**config.mk**
```make
export PLATFORM = sky130hd
export DESIGN_NAME = swi_reader
export DESIGN_NICKNAME = d
export VERILOG_FILES = /design/src/rtl/swi_pkg.sv /design/src/rtl/debounce_bit.sv /design/src/rtl/swi_reader.sv
export SDC_FILE = /design/constraint.sdc
export NUM_CORES = 1
export LEC_CHECK = 0
export CAP_MARGIN = 20
export CELL_PAD_IN_SITES_DETAIL_PLACEMENT = 1
export CELL_PAD_IN_SITES_GLOBAL_PLACEMENT = 1
export CORE_MARGIN = 8
export CORE_UTILIZATION = 41
export CTS_CLUSTER_SIZE = 20
export DETAILED_ROUTE_END_ITERATION = 8
export GPL_ROUTABILITY_DRIVEN = 0
export PLACE_DENSITY_LB_ADDON = 0.1
export REMOVE_ABC_BUFFERS = 1
export SYNTH_ARGS = -nofsm -noshare
export SYNTH_HDL_FRONTEND = slang
export SYNTH_HIERARCHICAL = 1
export SYNTH_SLANG_ARGS = --single-unit
```
**constraint.sdc**
```tcl
create_clock -name clk_2 -period 3.15 [get_ports clk_2]
set_clock_uncertainty 0.2 [all_clocks]
set_input_delay 0.945 -clock clk_2 [delete_from_list [all_inputs] [get_ports clk_2]]
set_output_delay 0.945 -clock clk_2 [all_outputs]
set_load 0.005 [all_outputs]
```
**src/rtl/swi_pkg.sv**
```systemverilog
// Shared defaults and helpers for the switch reader: bus width, debounce length,
// switch-bus type and debounce counter width.
package swi_pkg;

  localparam int NBITS_DEF           = 8;
  localparam int DEBOUNCE_CYCLES_DEF = 4;

  typedef logic [NBITS_DEF-1:0] swi_t;

  // Counter must hold 0..n-1; a one-cycle debounce still needs a 1-bit counter.
  function automatic int cnt_width(input int n);
    return (n > 1) ? $clog2(n) : 1;
  endfunction

  localparam int CNTW = cnt_width(DEBOUNCE_CYCLES_DEF);

endpackage

```
**src/rtl/debounce_bit.sv**
```systemverilog
// One switch bit: two-flop synchroniser, consecutive-difference counter,
// debounced level and registered rise/fall strobes.
module debounce_bit
  import swi_pkg::*;
#(
  parameter int DEBOUNCE_CYCLES = DEBOUNCE_CYCLES_DEF
) (
  input  logic clk,
  input  logic rst,
  input  logic din,
  output logic stable,
  output logic rise,
  output logic fall,
  output logic stable_nxt,
  output logic chg_nxt
);

  localparam int            CW       = cnt_width(DEBOUNCE_CYCLES);
  localparam logic [CW-1:0] CNT_LAST = CW'(DEBOUNCE_CYCLES - 1);

  logic          sync1_q, sync2_q;
  logic          stable_q, stable_d;
  logic          rise_q, rise_d;
  logic          fall_q, fall_d;
  logic [CW-1:0] cnt_q, cnt_d;

  always_comb begin
    stable_d = stable_q;
    cnt_d    = '0;
    rise_d   = 1'b0;
    fall_d   = 1'b0;
    if (sync2_q != stable_q) begin
      if (cnt_q == CNT_LAST) begin
        stable_d = sync2_q;
        rise_d   = sync2_q;
        fall_d   = ~sync2_q;
      end else begin
        cnt_d = cnt_q + CW'(1);
      end
    end
  end

  always_ff @(posedge clk or posedge rst) begin
    if (rst) begin
      sync1_q  <= 1'b0;
      sync2_q  <= 1'b0;
      cnt_q    <= '0;
      stable_q <= 1'b0;
      rise_q   <= 1'b0;
      fall_q   <= 1'b0;
    end else begin
      sync1_q  <= din;
      sync2_q  <= sync1_q;
      cnt_q    <= cnt_d;
      stable_q <= stable_d;
      rise_q   <= rise_d;
      fall_q   <= fall_d;
    end
  end

  assign stable     = stable_q;
  assign rise       = rise_q;
  assign fall       = fall_q;
  // Next-state view lets the event register update on the same edge as the strobes.
  assign stable_nxt = stable_d;
  assign chg_nxt    = rise_d | fall_d;

endmodule

```
**src/rtl/swi_reader.sv**
```systemverilog
// Switch bus reader: per-bit debounce plus a valid/ready change-event register
// that merges further changes into a pending event and flags the overrun.
module swi_reader
  import swi_pkg::*;
#(
  parameter int NBITS           = NBITS_DEF,
  parameter int DEBOUNCE_CYCLES = DEBOUNCE_CYCLES_DEF
) (
  input  logic             clk_2,
  input  logic             reset,
  input  logic [NBITS-1:0] SWI,
  output logic [NBITS-1:0] swi_stable,
  output logic [NBITS-1:0] swi_rise,
  output logic [NBITS-1:0] swi_fall,
  output logic             evt_valid,
  input  logic             evt_ready,
  output logic [NBITS-1:0] evt_data,
  output logic [NBITS-1:0] evt_mask,
  output logic             evt_overrun
);

  logic [NBITS-1:0] stable_nxt;
  logic [NBITS-1:0] chg_bits;

  for (genvar b = 0; b < NBITS; b++) begin : g_bit
    debounce_bit #(
      .DEBOUNCE_CYCLES(DEBOUNCE_CYCLES)
    ) u_db (
      .clk       (clk_2),
      .rst       (reset),
      .din       (SWI[b]),
      .stable    (swi_stable[b]),
      .rise      (swi_rise[b]),
      .fall      (swi_fall[b]),
      .stable_nxt(stable_nxt[b]),
      .chg_nxt   (chg_bits[b])
    );
  end

  logic             valid_q, valid_d;
  logic [NBITS-1:0] data_q, data_d;
  logic [NBITS-1:0] mask_q, mask_d;
  logic             ovr_q, ovr_d;
  logic             xfer;

  assign xfer = valid_q & evt_ready;

  always_comb begin
    valid_d = valid_q;
    data_d  = data_q;
    mask_d  = mask_q;
    ovr_d   = ovr_q;
    if (|chg_bits) begin
      data_d = stable_nxt;
      if (!valid_q || xfer) begin
        valid_d = 1'b1;
        mask_d  = chg_bits;
        ovr_d   = 1'b0;
      end else begin
        mask_d = mask_q | chg_bits;
        ovr_d  = 1'b1;
      end
    end else if (xfer) begin
      valid_d = 1'b0;
      mask_d  = '0;
      ovr_d   = 1'b0;
    end
  end

  always_ff @(posedge clk_2 or posedge reset) begin
    if (reset) begin
      valid_q <= 1'b0;
      data_q  <= '0;
      mask_q  <= '0;
      ovr_q   <= 1'b0;
    end else begin
      valid_q <= valid_d;
      data_q  <= data_d;
      mask_q  <= mask_d;
      ovr_q   <= ovr_d;
    end
  end

  assign evt_valid   = valid_q;
  assign evt_data    = data_q;
  assign evt_mask    = mask_q;
  assign evt_overrun = ovr_q;

endmodule

```
==> results.py <==
metrics = {
    "outcome": {
        "status": "completed",
    },
    "sta": {
        "finalSetupTns_ps": 0,
        "minimum_clock_period_after_layout_ps": 2553,
        "slew_headroom": 0.6221,
        "timing_worst_slew_pin_value_ps": 566.8,
        "hold_violations": 0,
        "unrepaired_setup_endpoints_after_global_routing": "false",
        "final_setup_violations": 0,
        "number_of_pins_with_negative_max_slew_slack_in_the_final_report": 0,
        "max_freq_mhz": 391.7,
        "share_of_the_cycle_needed_by_the_critical_path_after_routing": 0.8104,
    },
    "setup_path": {
        "setup.worst_path.class": "reg -> reg",
        "crit_path_cell_trace": "ha_1, and2_2, or4_4, or2_1, mux2_4",
        "cp.buffers_inverters": 0,
        "timing.critical_path.slowest_cell_delay_ps": 550,
        "critPathCaptureType": "flip-flop",
        "setup.worst_path.start": "g_bit[7].u_db/cnt_q[0]",
        "cp.arrival_ps": 2570,
        "worst-endpoint-required_ps": 3170,
        "peak_fanout_along_the_critical_path": 10,
        "cpMaxStageDelayCell": "or4_4",
        "critical_path.top_delay_family": "simple AND/OR/NAND/NOR gates",
        "r2r-start": "g_bit[7].u_db/cnt_q[0]",
        "cp-start-kind": "flip-flop",
    },
    "route": {
        "totalWireLength_mm": 5.215,
        "dr.first_iter.drc_count": 30,
        "via_per_inst": 4.722,
        "top_layer_used": "met4",
        "wire_per_inst_um": 15.57,
        "length_of_the_first_detailed_routing_pass_in_iterations": 4,
        "met3WireLength_um": 319,
        "route.vias.total": 1582,
        "met2_wirelength_mm": 2.410,
        "route.layer.met1.wl_mm": 2.373,
        "postRouteAntennaNets": 0,
        "drc_errors": 0,
    },
    "floorplan": {
        "initial_core_util": 0.4263,
        "die_outline_width_um": 97.72,
        "rows": 29,
        "io-pin-count": 53,
        "die_height_um": 97.72,
        "core_area_sq_um": 6422,
        "design.die.area_sq_um": 9548,
    },
    "power": {
        "cellLeakagePower_nw": 1.748,
        "cellPowerDensity_nw_per_um2": 871.4,
        "max-vdd-ir-drop_uv": 368.8,
    },
    "global_routing": {
        "grt_util_all_layers": 0.1207,
        "globalRoute.totalOverflow": 0,
        "grt_pass1_vias": 1771,
        "first_pass_grt_wire_length_mm": 8.949,
        "antenna_violations_before_repair": 0,
        "grt_start_max_net_pins": 12,
    },
    "cells_and_area": {
        "diodes": 0,
        "final_layout_size_suffix_gt1_frac": 0.1938,
        "multiInputGateArea_sq_um": 810.8,
        "ff_latch_area_sq_um": 1852,
        "instances_no_fill": 335,
        "fillers": 653,
        "flow.area_growth_from_synthesis_pct": 28.66,
        "fin_nets": 272,
        "postLayoutCoreUtil": 0.5484,
    },
    "clocking": {
        "worst_skew_pair.late_latency_ps": 340,
        "clock_tree.buffer_depth": 2,
        "tritoncts.num_buffers": 9,
        "clock_tree_from_tritoncts": "built",
        "cts_root_buf": "clkbuf_8",
        "cts-htree-levels": 3,
        "post_cts.resized_instances": 0,
        "clkTransAtPathRegs_ps": 70,
        "cts_hold_repair.buffers": 0,
        "tritoncts_num_sinks": 74,
        "post_cts_buffers": 0,
    },
    "synth": {
        "synth_seq_area_share": 0.6764,
        "avgSynthCellArea_sq_um": 14.48,
        "synth_cells": 189,
        "synth_cell_type_count": 18,
        "ys_ff_latch": 74,
        "synthesis.area_sq_um": 2738,
        "yosysWarnings": 6,
    },
    "run": {
        "max_cap_viol_count": 0,
    },
    "min_path": {
        "startpoint_of_the_lowest_slack_hold_path": "g_bit[6].u_db/sync1_q",
        "min_path_type": "reg -> reg",
    },
    "placement": {
        "detailed_place_hpwl_mm": 3.959,
        "port_buffers": 52,
        "dp.cells": 319,
    },
}
stage by stage:
stage          instance area (sq um)  total power, mW  setup WS, ps  hold WS [ps]
2_1_floorplan                   2726            1.971         735.2         131.2
3_3_place_gp                    3358            2.456         643.4         131.7
3_5_place_dp                    3358            2.485         586.0         136.3
4_1_cts                         3522            3.125         573.7         151.2
5_1_grt                         3522            3.292         486.8         158.6
6_report                        3522            3.069         597.3         151.7
logic make-up (layout without fill, tap and decap cells):
kind of cell | after synthesis | after routing | synth area share
and+or+nand+nor | 55 | 55 | 0.1421
AOI/OAI and AO/OA | 17 | 17 | 0.04433
buffers and inverters | 18 | 87 | 0.02742
muxes | 9 | 9 | 0.04753
adders and majority gates | 8 | 8 | 0.03656
DFF | 74 | 74 | 0.6764
xor gates and xnor gates | 8 | 8 | 0.02560
worst paths after layout:
path                       cells past startpoint  slack [ps]                    end
max reg2reg                                    5         600            evt_data[7]
min reg2reg                                    0         150  g_bit[6].u_db/sync2_q
min in group asynchronous                      3         810  g_bit[2].u_db/sync2_q
max in group asynchronous                      4        1440            evt_mask[6]
min                                            0         150  g_bit[6].u_db/sync2_q
max                                            5         600            evt_data[7]
synth_stat cells:
cell       n  area (sq um)
o21ai_0    8         40.04
ha_1       8         100.1
or2_1      1         6.260
and2_2    16         120.1
xor2_1     8         70.07
dfrtp_1   74          1852
nand2b_1   2         12.51
or4_4      2         22.52
nor2_1     8         30.03
o31ai_4    1         21.27
nand2_1   10         37.54
inv_1     17         63.81
buf_6      1         11.26
nor3b_1    8         60.06
nor3b_2    8         100.1
mux2i_1    1         10.01
mux2_4     8         120.1
a21o_1     8         60.06
cell type report:
class / count / share of cell area
clock buffers: 13 / 0.04227
clock inverters: 3 / 0.004263
inverters: 17 / 0.01812
multi-input cells: 97 / 0.2302
flip-flops and latches: 74 / 0.5258
well taps: 77 / 0.02735
repair buffers: 54 / 0.1520
sequential cells by signal, summed over array words and instances, names as in the netlist:
| signal | count |
|---|---|
| g_bit.u_db/rise | 8 |
| g_bit.u_db/cnt_q | 16 |
| g_bit.u_db/fall | 8 |
| evt_data | 8 |
| evt_valid | 1 |
| g_bit.u_db/sync2_q | 8 |
| g_bit.u_db/stable | 8 |
| evt_overrun | 1 |
| evt_mask | 8 |
| g_bit.u_db/sync1_q | 8 |
report_power, final:
group | switching, mW | total (mW) | internal (mW)
sequential | 0.185 | 1.39 | 1.21
clock | 0.321 | 0.625 | 0.305
combinational | 0.407 | 1.05 | 0.647
worst register-to-register path: stages (launching register included):
cell and delay, ps:
dfrtp_1 390, ha_1 260, and2_2 200, or4_4 550, or2_1 460, mux2_4 380
placed cells by master (no fill, tap or decap), types with 10 or more instances in the layout:
cell type and count:
dfrtp_1 74, clkdlybuf4s50_1 52, inv_1 17, and2_2 16
nand2_1 10, clkbuf_8 10
layer usage:
| layer | vias to the layer above | global-route usage |
|---|---|---|
| met3 | 10 | 0.04656 |
| met1 | 788 | 0.1474 |
| li1 | 745 | - |
| met5 | - | 0 |
| met2 | 39 | 0.1787 |
| met4 | 0 | 0.06835 |
Note: power is estimated with default switching activity, not from simulation.
